**src/rtl/pacman_gfx_pkg.sv**
```systemverilog
// Shared graphics constants for the pacman video path.
// Holds the colour palette, the on-screen map placement and the tile codes
// returned by the external map ROM.
package pacman_gfx_pkg;

    // Map placement on the 640x480 screen
    localparam int MAP_LU_X = 150;
    localparam int MAP_LU_Y = 50;
    localparam int MAP_W    = 348;
    localparam int MAP_H    = 408;

    // Palette (RGB332)
    localparam logic [7:0] COLOR_WALL   = 8'hD0;
    localparam logic [7:0] COLOR_BG     = 8'h00;
    localparam logic [7:0] COLOR_PACMAN = 8'hFC;
    localparam logic [7:0] COLOR_BLINKY = 8'hE0;
    localparam logic [7:0] COLOR_PINKY  = 8'hF3;
    localparam logic [7:0] COLOR_INKY   = 8'h1F;
    localparam logic [7:0] COLOR_CLYDE  = 8'hF4;

    // Map ROM tile codes
    typedef enum logic [1:0] {
        TILE_WALL  = 2'b00,
        TILE_PATH  = 2'b01,
        TILE_DOT   = 2'b10,
        TILE_POWER = 2'b11
    } tile_e;

endpackage

```
**src/rtl/sprite_hit.sv**
```systemverilog
// Combinational coverage test of one screen pixel against one square sprite.
// Ports:
//   en, in_map : sprite enable and "pixel lies inside the map" qualifier
//   x, y       : screen coordinates of the current pixel
//   sx, sy     : sprite centre in map space
//   hit        : pixel is covered by this sprite
module sprite_hit #(
    parameter int SPR_W    = 24,
    parameter int COORD_W  = 9,
    parameter int MAP_LU_X = pacman_gfx_pkg::MAP_LU_X,
    parameter int MAP_LU_Y = pacman_gfx_pkg::MAP_LU_Y
) (
    input  logic               en,
    input  logic               in_map,
    input  logic [10:0]        x,
    input  logic [10:0]        y,
    input  logic [COORD_W-1:0] sx,
    input  logic [COORD_W-1:0] sy,
    output logic               hit
);

    localparam logic [11:0] HALF = 12'(SPR_W / 2);
    localparam logic [11:0] LU_X = 12'(MAP_LU_X);
    localparam logic [11:0] LU_Y = 12'(MAP_LU_Y);

    logic [11:0] px, py, cx, cy;
    logic        in_x, in_y;

    assign px = {1'b0, x};
    assign py = {1'b0, y};
    assign cx = LU_X + 12'(sx);
    assign cy = LU_Y + 12'(sy);

    // The half-width is added on the pixel side instead of subtracted from the
    // centre, so a centre closer than SPR_W/2 to the map edge clips cleanly.
    assign in_x = (px + HALF >= cx) && (px < cx + HALF);
    assign in_y = (py + HALF >= cy) && (py < cy + HALF);
    assign hit  = en && in_map && in_x && in_y;

endmodule

```
**src/rtl/sprite_compositor.sv**
```systemverilog
// Two-stage sprite-over-tile-map compositor with per-frame collision report.
// Ports:
//   clk, reset        : pixel clock, async active-low reset
//   x, y, pix_valid   : current screen pixel from the VGA timing generator
//   frame_end         : pulse after the last visible pixel of a frame
//   spr_en/x/y/color  : packed per-sprite enable, centre (map space), colour
//   map_x, map_y      : registered address to the external map ROM
//   map_pixel         : combinational ROM data for map_x/map_y
//   rgb, rgb_valid    : composited colour, 2 clocks after x/y
//   collision         : sprite i overlapped sprite 0 during last frame
//   wall_hit          : sprite i covered a wall during last frame
//   coll_valid        : pulse when collision/wall_hit are updated
module sprite_compositor #(
    parameter int NUM_SPRITES = 4,
    parameter int SPR_W       = 24,
    parameter int COORD_W     = 9,
    parameter int MAP_LU_X    = pacman_gfx_pkg::MAP_LU_X,
    parameter int MAP_LU_Y    = pacman_gfx_pkg::MAP_LU_Y,
    parameter int MAP_W       = pacman_gfx_pkg::MAP_W,
    parameter int MAP_H       = pacman_gfx_pkg::MAP_H,
    parameter int COLOR_W     = 8,
    parameter logic [COLOR_W-1:0] COLOR_WALL = COLOR_W'(pacman_gfx_pkg::COLOR_WALL),
    parameter logic [COLOR_W-1:0] COLOR_BG   = COLOR_W'(pacman_gfx_pkg::COLOR_BG)
) (
    input  logic                           clk,
    input  logic                           reset,
    input  logic [10:0]                    x,
    input  logic [10:0]                    y,
    input  logic                           pix_valid,
    input  logic                           frame_end,
    input  logic [NUM_SPRITES-1:0]         spr_en,
    input  logic [NUM_SPRITES*COORD_W-1:0] spr_x,
    input  logic [NUM_SPRITES*COORD_W-1:0] spr_y,
    input  logic [NUM_SPRITES*COLOR_W-1:0] spr_color,
    output logic [COORD_W-1:0]             map_x,
    output logic [COORD_W-1:0]             map_y,
    input  logic [1:0]                     map_pixel,
    output logic [COLOR_W-1:0]             rgb,
    output logic                           rgb_valid,
    output logic [NUM_SPRITES-1:0]         collision,
    output logic [NUM_SPRITES-1:0]         wall_hit,
    output logic                           coll_valid
);

    import pacman_gfx_pkg::*;

    localparam int STAGES = 2;

    logic [11:0]            x12, y12;
    logic                   in_map0, in_map1;
    logic [NUM_SPRITES-1:0] hit0, hit1;
    logic [STAGES:1]        vld_pipe;
    logic [1:0]             fe_pipe;
    logic                   is_wall;
    logic [COLOR_W-1:0]     pix_rgb;
    logic [NUM_SPRITES-1:0] acc_coll, acc_wall, coll_term, wall_term;

    assign x12 = {1'b0, x};
    assign y12 = {1'b0, y};

    assign in_map0 = (x12 >= 12'(MAP_LU_X)) && (x12 < 12'(MAP_LU_X + MAP_W)) &&
                     (y12 >= 12'(MAP_LU_Y)) && (y12 < 12'(MAP_LU_Y + MAP_H));

    for (genvar i = 0; i < NUM_SPRITES; i++) begin : g_spr
        sprite_hit #(
            .SPR_W   (SPR_W),
            .COORD_W (COORD_W),
            .MAP_LU_X(MAP_LU_X),
            .MAP_LU_Y(MAP_LU_Y)
        ) u_hit (
            .en    (spr_en[i]),
            .in_map(in_map0),
            .x     (x),
            .y     (y),
            .sx    (spr_x[i*COORD_W +: COORD_W]),
            .sy    (spr_y[i*COORD_W +: COORD_W]),
            .hit   (hit0[i])
        );
    end

    // map_pixel answers the address registered in stage 1, i.e. the pixel now in stage 2
    assign is_wall = (map_pixel == TILE_WALL);

    // Lowest set index wins: scan downwards so index 0 is applied last
    always_comb begin
        pix_rgb = COLOR_BG;
        if (in_map1) begin
            if (is_wall)
                pix_rgb = COLOR_WALL;
            for (int i = NUM_SPRITES - 1; i >= 0; i--)
                if (hit1[i])
                    pix_rgb = spr_color[i*COLOR_W +: COLOR_W];
        end
    end

    // Collision terms use raw hits, not the priority-resolved colour
    always_comb begin
        coll_term = '0;
        wall_term = '0;
        if (vld_pipe[1]) begin
            coll_term = hit1 & {NUM_SPRITES{hit1[0]}} & ~NUM_SPRITES'(1);
            if (is_wall)
                wall_term = hit1;
        end
    end

    assign rgb_valid = vld_pipe[STAGES];

    always_ff @(posedge clk or negedge reset) begin
        if (!reset) begin
            vld_pipe   <= '0;
            in_map1    <= 1'b0;
            hit1       <= '0;
            map_x      <= '0;
            map_y      <= '0;
            rgb        <= '0;
            fe_pipe    <= '0;
            acc_coll   <= '0;
            acc_wall   <= '0;
            collision  <= '0;
            wall_hit   <= '0;
            coll_valid <= 1'b0;
        end else begin
            vld_pipe <= {vld_pipe[1], pix_valid};
            in_map1  <= in_map0;
            hit1     <= hit0;
            map_x    <= COORD_W'(x12 - 12'(MAP_LU_X));
            map_y    <= COORD_W'(y12 - 12'(MAP_LU_Y));
            if (vld_pipe[1])
                rgb <= pix_rgb;

            // Delay frame_end so the frame's last pixel has left stage 2
            fe_pipe    <= {fe_pipe[0], frame_end};
            coll_valid <= fe_pipe[1];
            if (fe_pipe[1]) begin
                collision <= acc_coll | coll_term;
                wall_hit  <= acc_wall | wall_term;
                acc_coll  <= '0;
                acc_wall  <= '0;
            end else begin
                acc_coll <= acc_coll | coll_term;
                acc_wall <= acc_wall | wall_term;
            end
        end
    end

endmodule

```
**config.mk**
```make
export PLATFORM = sky130hd
export DESIGN_NAME = sprite_compositor
export DESIGN_NICKNAME = d
export VERILOG_FILES = /design/src/rtl/pacman_gfx_pkg.sv /design/src/rtl/sprite_hit.sv /design/src/rtl/sprite_compositor.sv
export SDC_FILE = /design/constraint.sdc
export NUM_CORES = 1
export LEC_CHECK = 0
export ABC_AREA = 1
export CORE_MARGIN = 1.5
export CORE_UTILIZATION = 40
export CTS_BUF_LIST = sky130_fd_sc_hd__clkbuf_16
export CTS_CLUSTER_SIZE = 16
export DETAILED_ROUTE_END_ITERATION = 8
export GPL_ROUTABILITY_DRIVEN = 0
export PLACE_DENSITY = 0.73
export RECOVER_POWER = 100
export SLEW_MARGIN = 10
export SYNTH_ARGS = -nofsm -noshare
export SYNTH_HDL_FRONTEND = slang
export SYNTH_SLANG_ARGS = --single-unit
```
**constraint.sdc**
```tcl
create_clock -name clk -period 3.7 [get_ports clk]
set_input_delay 0.37 -clock clk [delete_from_list [all_inputs] [get_ports clk]]
set_output_delay 0.37 -clock clk [all_outputs]
set_load 0.01 [all_outputs]
```
Yosys cells after proc, flatten, opt, wreduce, memory -nomap -nowiden
Index checks and enable logic that the tools add are counted.

Output and inout port bits: 36. Word-level logic and storage cells: 90. Bits in registers: 52.

$lt $le $gt $ge: 20. Bitwise logic cells: 3. Add/subtract/negate cells: 20. Multiplexer cells: 11. Reductions and logical operators: 24.

Operator list (number): $add 12x4->12 const B (8); $ge 12x12->1 (8); $lt 11x12->1 (8); $mux 8 (6); $add 6x9->10 const A (4); $add 8x9->10 const A (4); $add 11x4->12 const B (2); $logic_and 1x1->1 (23); $lt 11x9->1 const B (2); $mux 4 (5); $ge 11x6->1 const B (1); $ge 11x8->1 const B (1); $sub 9x6->9 const B (1); $sub 9x8->9 const B (1); $or 4x4->4 (2); $and 4x4->4 (1); $logic_not 2->1 (1).

Depth between registers and ports, before layout
Gate-level depths: netlist of the first run.

Depth in word-level cells: 7. Depth in mapped cells: 21.

Hierarchy
A second synthesis of the first run with hierarchy kept.

Cells, all modules: 1404. Area total of the unflattened synthesis: 9404.0 sq um.

By module, submodules not included: sprite_hit (g_spr[0].u_hit ...) (instances 3, area each 1803.0 sq um, cells each 283, seq. area each 0.0 sq um); sprite_compositor (instances 1, area each 2214.6 sq um, cells each 259, seq. area each 1251.2 sq um); sprite_hit (g_spr[2].u_hit) (instances 1, area each 1780.5 sq um, cells each 296, seq. area each 0.0 sq um).

Worst setup path before layout of the first run
No wires, ideal clock.

Path type: input port to flip-flop. From: in spr_y[10]. To: reg hit1[1]. Data arrival time: 2391 ps. Path buffers: 0. Slack: 1237 ps. Stages: 16. Required time: 3629 ps. Cells stage by stage: ha_1 -> xor2_1 -> inv_1 -> ha_1 -> nor3_1 -> nand3_1 -> xor2_1 -> ha_1 -> and3_1 -> nand2_1 -> a21oi_1 -> nor2_1 -> nand2_1 -> nor2_1 -> nand2_1 -> nor2_1.

Word-level cells in the longest chain between the ends: 5. Elaborated cells between the ends (all ways): 6. Classes of those cells: add/sub (2); order compare (2); reduce/logical (2).

RTL lines: from (decl) (RTL line sprite_compositor.sv:33) `input logic [NUM_SPRITES*COORD_W-1:0] spr_y,`; $add 6x9->10 * (RTL line sprite_hit.sv:32) `assign cy = LU_Y + 12'(sy);`; $add 12x4->12 (RTL line sprite_hit.sv:37) `assign in_y = (py + HALF >= cy) && (py < cy + HALF);`; $lt 11x12->1 (RTL line sprite_hit.sv:37); $logic_and 1x1->1 * (RTL line sprite_hit.sv:37); $logic_and 1x1->1 * (RTL line sprite_hit.sv:38) `assign hit = en && in_map && in_x && in_y;`; named net g_spr[1].u_hit.hit (RTL line sprite_hit.sv:19) `output logic hit`; to (signal assigned) (RTL line sprite_compositor.sv:126) `hit1 <= hit0;`; to (decl) (RTL line sprite_compositor.sv:51) `logic [NUM_SPRITES-1:0] hit0, hit1;`.

The timed path passes the listed nets; every way through them passes the cells marked *. A chain may end at the register's enable or synchronous reset.

Worst setup path after layout of the first run
From: in spr_x[1]. To: reg hit1[0].

Word-level cells in the longest chain between the ends: 6. Elaborated cells between the ends (all ways): 7. Classes of those cells: add/sub (2); order compare (2); reduce/logical (3).

RTL lines: from (decl) (RTL line sprite_compositor.sv:32) `input logic [NUM_SPRITES*COORD_W-1:0] spr_x,`; $add 8x9->10 * (RTL line sprite_hit.sv:31) `assign cx = LU_X + 12'(sx);`; $add 12x4->12 (RTL line sprite_hit.sv:36) `assign in_x = (px + HALF >= cx) && (px < cx + HALF);`; $lt 11x12->1 (RTL line sprite_hit.sv:36); $logic_and 1x1->1 * (RTL line sprite_hit.sv:36); $logic_and 1x1->1 * (2 in a row) (RTL line sprite_hit.sv:38); named net g_spr[0].u_hit.hit (RTL line sprite_hit.sv:19).

Marked as above.

==> Flow_metrics.wiki, run 1 <==
{| class="wikitable"
! Metric !! Value
|-
| Proportion of layout cells with a drive suffix above 1 || 0.05688
|-
| Worst endpoint data arrival time || 3.37 ns
|-
| Die area || 0.02175 mm2
|-
| Post-route worst hold slack || 0.3565 ns
|-
| Top library cells by usage in the layout, fill and taps aside || 340 x nand2_1, 206 x inv_1, 175 x ha_1
|-
| Complex-gate fraction of the synthesized area || 0.1001
|-
| Setup TNS Final || 0 ns
|-
| Share of power burned in combinational logic || 0.562
|-
| Switching Share || 0.4085
|-
| Psw || 0.0009705 W
|-
| Setup Skew || 0.005903 ns
|-
| Mux share of post-synthesis cell area || 0
|-
| Critical Path Source Type || input pin
|-
| Most common cell after layout, fill and taps aside || nand2_1
|-
| Utilization after layout || 0.5216
|-
| Fmax || 0.3178 GHz
|-
| Cell area after synthesis || 0.008348 mm2
|-
| Cell leakage power || 5.743 nW
|-
| Internal power contribution || 0.001406 W
|-
| CTS sink cnt || 50
|-
| Fraction of registers with async set/reset || 1.000
|-
| Critical setup path kind || in2reg
|-
| Worst-path clk slew || 0.07 ns
|-
| Number of top-level pins || 172
|-
| Period utilization || 0.8504
|-
| Routed wire length || 21.88 mm
|-
| Residual antenna-violating net count after detailed routing || 0
|-
| Detailed Routing Iterations Pass 1 || 5
|-
| Post-CTS resize count || 0
|-
| RSZ-0062 raised after global routing || false
|-
| Max Fanout on Critical Path || 4
|-
| H-Tree Level Count || 2
|-
| Part of the total power dissipated in the clock network || 0.194
|-
| Cell occurring most often along the worst timing path || nor2_1
|-
| Initial standard-cell utilization of the core || 0.4099
|-
| Xor and xnor fraction of the mapped netlist area || 0.09637
|-
| Chip Height || 147.5 um
|-
| Adder and majority cell fraction of the synthesized area || 0.2623
|-
| Clk root buf || clkbuf_16
|-
| Violated checks || capacitance limit, slew limit
|-
| Detail-routed net length per standard cell || 12.92 um
|-
| CP Cell Sequence || clkdlybuf4s50_1 > inv_1 > ha_1 > o21ai_0 > nand3_1 > xor2_1 > inv_1 > nand3_1 > nand2_1 > inv_1 > ha_1 > a21oi_1 > nor2_1 > nor2_1 > nand2_1 > nor2_1 > nand2_1 > nor2_1 > nand2_1 > nor2_1
|-
| TritonCTS clock tree || done
|-
| Sequential element share of the synthesized area || 0.1499
|-
| DR vias || 8212
|-
| Fillcell total || 1996
|-
| Outcome || finished with violations
|-
| Pwr Density || 223.7 mW/mm2
|-
| Combinational family with the most area after synthesis || simple AND/OR/NAND/NOR gates
|-
| Total global-route track usage || 0.2031
|-
| Part of the total power dissipated in sequential elements || 0.244
|-
| Worst Max-Slew Pin Slew || 2.593 ns
|-
| Number of buffer and inverter stages on the critical path || 4
|-
| Residual DRC count || 0
|-
| Max Root-Sink Buffers || 2
|-
| Remaining Overflow, GRT || 0
|-
| Skew-Pair Late Insertion Delay || 0.28 ns
|-
| Area Overhead vs Synth || 27.23%
|-
| Initial drt markers || 249
|-
| Longest individual stage delay on the worst path || 0.54 ns
|-
| Synthesized area per cell || 6.765 um2
|-
| Floorplan Core Area || 0.02036 mm2
|-
| Initial antenna violation count || 0
|-
| Vias in the first global route || 7951
|-
| Net count reported at finish || 1734
|-
| Post-synth EDFFs || 0
|-
| Crit-path slowest cell || clkdlybuf4s50_1
|-
| Horizontal die dimension || 147.5 um
|-
| Global-route wire length before repair || 36.36 mm
|-
| Cell count after synthesis || 1234
|-
| Pin count of the biggest net entering global routing || 51
|-
| Flip-flop cell with the highest count after synthesis || dfrtp_1
|-
| IR Drop Worst-Case VDD || 0.1890 mV
|-
| Endpoint type of the worst setup path || flip-flop
|-
| Number of violations of the max-capacitance limit || 1
|-
| Final count of hold timing violations || 0
|-
| Number of distinct library cells after synthesis || 42
|-
| Data required time at the worst endpoint || 3.92 ns
|-
| Top delay family on crit path || simple AND/OR/NAND/NOR gates
|-
| Final-report max-slew violation count || 51
|-
| Power Total || 0.002376 W
|-
| Number of synthesized register bits || 50
|-
| Number of rows created at floorplan || 52
|-
| Classification of the worst-slack hold path || reg2reg
|-
| Final period demand of the worst path || 3.147 ns
|-
| Count of inserted antenna diode cells || 0
|-
| HPWL reported at the end of detailed placement || 19.34 mm
|-
| Number of buffers inserted by post-CTS setup repair || 0
|-
| Num CTS Buffers || 5
|-
| IO Port Bufs || 170
|-
| Post-CTS Hold Fix Bufs || 0
|-
| Number of warnings printed during yosys synthesis || 0
|-
| Count of endpoints failing setup in the final report || 0
|-
| Post-synthesis simple-gate area fraction || 0.2852
|-
| Via count normalized by instance count || 4.848
|-
| Normalized max-slew margin || -0.7284
|}
[layer usage]
layer,vias up,track usage,share of wire
met5,-,0,0
met4,0,0.03750,0.013
met3,18,0.01852,0.044
met2,177,0.3692,0.48
met1,3703,0.2624,0.47
li1,4314,-,-
[sequential cells by signal, summed over array words and instances (netlist names)]
register and flops:
map_y 9, fe_pipe 2, coll_valid 1, wall_hit 4, hit1 4, vld_pipe 2, rgb 8, acc_coll 3
map_x 9, acc_wall 4, in_map1 1, collision 3
[final cells by class]
| type | instances | area (um2) | area share |
|---|---|---|---|
| Clock buffer | 5 | 125.1 | 0.01178 |
| Multi-Input combinational cell | 961 | 6241 | 0.5876 |
| Inverter | 218 | 818.3 | 0.07704 |
| Sequential cell | 50 | 1251 | 0.1178 |
| Timing Repair Buffer | 187 | 1819 | 0.1713 |
| Tap cell | 270 | 337.8 | 0.03181 |
| Clock inverter | 3 | 28.78 | 0.002709 |
[worst reg2reg max path: stages (launching register included)]
cell and delay, ns:
dfrtp_1 0.69, nor2_1 0.24, a22oi_1 0.27, o21ai_0 0.12, o211ai_1 0.11, o21ai_0 0.12
[cells by family after synthesis]
kind of cell	after synthesis
other	2
and+or+nand+nor	555
buffers and inverters	230
xor gates and xnor gates	82
AOI/OAI and AO/OA	140
DFF	50
adders and majority gates	175
[cell usage after synthesis (4+ instances only)]
master | count | share of area
a31oi_1 | 4 | 0.0030
o211ai_1 | 8 | 0.0072
o21ai_0 | 32 | 0.019
o21ai_1 | 13 | 0.0078
nand2_2 | 5 | 0.0037
a22oi_1 | 8 | 0.0072
clkbuf_1 | 5 | 0.0022
xnor2_1 | 12 | 0.013
nor3_1 | 19 | 0.011
nor2_1 | 85 | 0.038
nor2_4 | 4 | 0.0054
inv_1 | 206 | 0.093
ha_1 | 175 | 0.26
xor2_2 | 8 | 0.016
o21ai_2 | 7 | 0.0073
xor2_1 | 60 | 0.063
nand3_1 | 54 | 0.032
nand2_1 | 340 | 0.15
inv_2 | 12 | 0.0054
dfrtp_1 | 50 | 0.15
o21bai_1 | 6 | 0.0054
a21oi_1 | 51 | 0.031
nor3b_1 | 5 | 0.0045
nor2_2 | 8 | 0.0060
a21o_1 | 5 | 0.0045
nand4_1 | 20 | 0.015
or2_1 | 4 | 0.0030
[worst paths after layout]
check	from	endpoint	slack (ns)	depth (start not counted)
min in group asynchronous	reset	map_x[0]$_DFF_PN0_	0.89	1
worst min-delay path	fe_pipe[0]$_DFF_PN0_	fe_pipe[1]$_DFF_PN0_	0.36	0
worst max register to register	hit1[2]$_DFF_PN0_	rgb[2]$_DFFE_PN0P_	2.01	5
worst max-delay path	spr_x[1]	hit1[0]$_DFF_PN0_	0.55	20
worst min register to register	fe_pipe[0]$_DFF_PN0_	fe_pipe[1]$_DFF_PN0_	0.36	0
max in group asynchronous	reset	map_y[0]$_DFF_PN0_	1.33	1
[stage by stage]
step | area (um2) | cells | setup WS (ns)
after detailed placement | 10480 | 1686 | 0.4483
after global routing | 10620 | 1694 | 0.2585
after global placement | 10480 | 1686 | 0.4838
after floorplan | 8374 | 1241 | 1.237
after CTS | 10630 | 1694 | 0.7496
final | 10620 | 1694 | 0.5534
[power groups by stage]
stage	sequential [W]	clock, W	combinational, W
after floorplan	0.000597	0	0.000854
after detailed placement	0.000592	0	0.00135
after global placement	0.000592	0	0.00131
final	0.000580	0.000460	0.00134
after CTS	0.000581	0.000477	0.00135
after global routing	0.000582	0.000506	0.00154
Note: power is estimated with default switching activity, not from simulation.
==> run 2: changes to the inputs <==
==> constraint.sdc (replaced) <==
create_clock -name clk -period 4.1 [get_ports clk]
set_input_delay 0.41 -clock clk [delete_from_list [all_inputs] [get_ports clk]]
set_output_delay 0.41 -clock clk [all_outputs]
set_load 0.01 [all_outputs]
==> Flow_metrics.wiki, run 2 (synthesis gave the netlist of run 1 again) <==
{| class="wikitable"
! Metric !! Value
|-
| Num CTS Buffers || 5 (unchanged)
|-
| Via count normalized by instance count || 4.860 (+0.26%)
|-
| Most common cell after layout, fill and taps aside || nand2_1
|-
| Total global-route track usage || 0.2032 (about the same)
|-
| Cell area after layout || 0.01059 mm2 (-0.28%)
|-
| Max Root-Sink Buffers || 2 (unchanged)
|-
| Cell leakage power || 5.726 nW (-0.30%)
|-
| Worst Max-Slew Pin Slew || 2.559 ns (-0.03342 ns)
|-
| Final period demand of the worst path || 3.156 ns
|-
| Initial standard-cell utilization of the core || 0.4099 (unchanged)
|-
| CTS sink cnt || 50 (unchanged)
|-
| H-Tree Level Count || 2 (unchanged)
|-
| HPWL reported at the end of detailed placement || 19.42 mm (+0.42%)
|-
| Fillcell total || 2034 (+1.9%)
|-
| Final count of hold timing violations || 0 (unchanged)
|-
| Worst-path clk slew || 0.07 ns (about the same)
|-
| Worst endpoint data arrival time || 3.38 ns (about the same)
|-
| Count of inserted antenna diode cells || 0 (unchanged)
|-
| Number of rows created at floorplan || 52 (unchanged)
|-
| Hold wc startpoint || fe_pipe[0]$_DFF_PN0_
|-
| DR vias || 8214 (+0.024%)
|-
| Number of violations of the max-capacitance limit || 1 (unchanged)
|-
| Initial drt markers || 335 (+35%)
|-
| Proportion of layout cells with a drive suffix above 1 || 0.05423 (-0.002657)
|-
| Normalized max-slew margin || -0.7061 (+0.02228)
|-
| TritonCTS clock tree || done
|-
| Floorplan Core Area || 0.02036 mm2 (unchanged)
|-
| Net count reported at finish || 1730 (-0.23%)
|-
| Pin count of the biggest net entering global routing || 51 (unchanged)
|-
| Slack of the worst reg-to-reg path || 2.44 ns (+0.43 ns)
|-
| Vias in the first global route || 7968 (+0.21%)
|-
| Fmax || 0.3169 GHz
|-
| Skew-Pair Late Insertion Delay || 0.28 ns (about the same)
|-
| Post-CTS resize count || 0 (unchanged)
|-
| Number of buffers inserted by post-CTS setup repair || 0 (unchanged)
|-
| Endpoint type of the worst setup path || flip-flop
|-
| Post-CTS Hold Fix Bufs || 0 (unchanged)
|-
| Detail-routed net length per standard cell || 13.07 um (+1.2%)
|-
| R2r worst-path depth || 5 (unchanged)
|-
| Residual antenna-violating net count after detailed routing || 0 (unchanged)
|-
| Placed inst area || 0.01045 mm2 (-0.29%)
|-
| Top library cells by usage in the layout, fill and taps aside || 340 x nand2_1, 206 x inv_1, 175 x ha_1
|-
| Violated checks || capacitance limit, slew limit
|-
| Die area || 0.02175 mm2 (unchanged)
|-
| Area Overhead vs Synth || 26.87%
|-
| Setup Skew || 0.007548 ns (+0.001645 ns)
|-
| Number of cells on the worst hold path || 0 (unchanged)
|-
| Pwr Density || 202.1 mW/mm2 (-9.7%)
|-
| Chip Height || 147.5 um (unchanged)
|-
| Outcome || finished with violations
|-
| Data required time at the worst endpoint || 4.32 ns (+0.40 ns)
|-
| Clk root buf || clkbuf_16
|-
| Number of top-level pins || 172 (unchanged)
|-
| Power Total || 0.002140 W (-9.9%)
|-
| IO Port Bufs || 170 (unchanged)
|-
| Global-route wire length before repair || 36.31 mm (-0.13%)
|-
| Remaining Overflow, GRT || 0 (unchanged)
|-
| Classification of the worst-slack hold path || reg2reg
|-
| Period utilization || 0.7697
|-
| Count of endpoints failing setup in the final report || 0 (unchanged)
|-
| Critical Path Source Type || input pin
|-
| Critical register-to-register path endpoint || rgb[0]$_DFFE_PN0P_
|-
| Routed wire length || 22.09 mm (+0.95%)
|-
| Horizontal die dimension || 147.5 um (unchanged)
|-
| Startpoint of the lowest-slack register-to-register path || hit1[2]$_DFF_PN0_
|-
| Hold endpoint || fe_pipe[1]$_DFF_PN0_
|-
| Setup TNS Final || 0 ns (unchanged)
|-
| Initial antenna violation count || 0 (unchanged)
|-
| Final-report max-slew violation count || 51 (unchanged)
|-
| Top Registers || map_x: 9 flops, map_y: 9 flops, rgb: 8 flops
|-
| Detailed Routing Iterations Pass 1 || 5 (unchanged)
|-
| Residual DRC count || 0 (unchanged)
|-
| IR Drop Worst-Case VDD || 0.1383 mV (-27%)
|-
| Max Fanout on Critical Path || 4 (unchanged)
|-
| Critical setup path kind || in2reg
|-
| RSZ-0062 raised after global routing || false
|}
[run 2: cell count changes in the layout (fill, tap and decap cells not counted)]
cell | before | now
buf_4 | 16 | 13
o21ai_0 | 34 | 35
dlygate4sd3_1 | 47 | 45
clkdlybuf4s50_1 | 122 | 124
o21ai_2 | 6 | 5
clkbuf_1 | 2 | 1
[run 2: metrics by stage]
| stage | utilization | hold slack [ns] | std cells | setup WS [ns] |
|---|---|---|---|---|
| floorplan | - | 0.1144 | 1241 | 1.597 |
| finish | 0.5201 | 0.3575 | 1690 | 0.9444 |
| global route | 0.5201 | 0.3702 | 1690 | 0.4481 |
| detailed placement | 0.5130 | 0.3457 | 1682 | 0.7871 |
| CTS | 0.5205 | 0.3594 | 1690 | 1.079 |
| global placement | 0.5130 | 0.3381 | 1682 | 0.8426 |
[run 2: layout make-up]
type / count / area [um2] / share of cell area
clock inverter: 3 / 28.78 / 0.002717
sequential: 50 / 1251 / 0.1181
inverter: 218 / 818.3 / 0.07726
multi-input combinational: 961 / 6237 / 0.5889
clock buffer: 5 / 125.1 / 0.01181
timing repair buffer: 183 / 1793 / 0.1693
tap: 270 / 337.8 / 0.03190
[run 2: worst max-delay path by stage]
| stage | start | end | slack, ns | cells after the start |
|---|---|---|---|---|
| after global placement | spr_x[10] | hit1[1]$_DFF_PN0_ | 0.84 | 19 |
| after CTS | spr_x[28] | hit1[3]$_DFF_PN0_ | 1.08 | 18 |
| final | spr_x[19] | hit1[2]$_DFF_PN0_ | 0.94 | 20 |
| after detailed placement | spr_x[28] | hit1[3]$_DFF_PN0_ | 0.79 | 18 |
| after floorplan | spr_y[10] | hit1[1]$_DFF_PN0_ | 1.60 | 16 |
| after global routing | spr_x[19] | hit1[2]$_DFF_PN0_ | 0.45 | 20 |
[run 2: worst max-delay path: stages]
cell and delay (ns):
clkdlybuf4s50_1 0.54, inv_1 0.06, ha_1 0.21, o21ai_0 0.34, nand3_1 0.18, xor2_1 0.34, inv_1 0.11, nand3_1 0.10
nand2_1 0.05, inv_1 0.05, ha_1 0.23, nand2_1 0.06, nand2_1 0.05, nand2_1 0.05, nand2_1 0.05, nor2_1 0.10
nand3_1 0.07, nor3_1 0.20, nand2_1 0.08, nor2_1 0.08
[run 2: where the power goes]
part / switching [W] / internal [W] / leakage, nW
clock network: 0.000178 / 0.000232 / 0.0759
logic: 0.000685 / 0.000520 / 5.00
registers: 0.0000111 / 0.000513 / 0.645
[run 2: routing by layer]
metal / GRT usage / vias up / wire length (um)
li1: - / 4298 / -
met1: 0.2567 / 3701 / 10020
met2: 0.3744 / 190 / 10680
met3: 0.01944 / 25 / 1005
met4: 0.04100 / 0 / 382
met5: 0 / - / 0
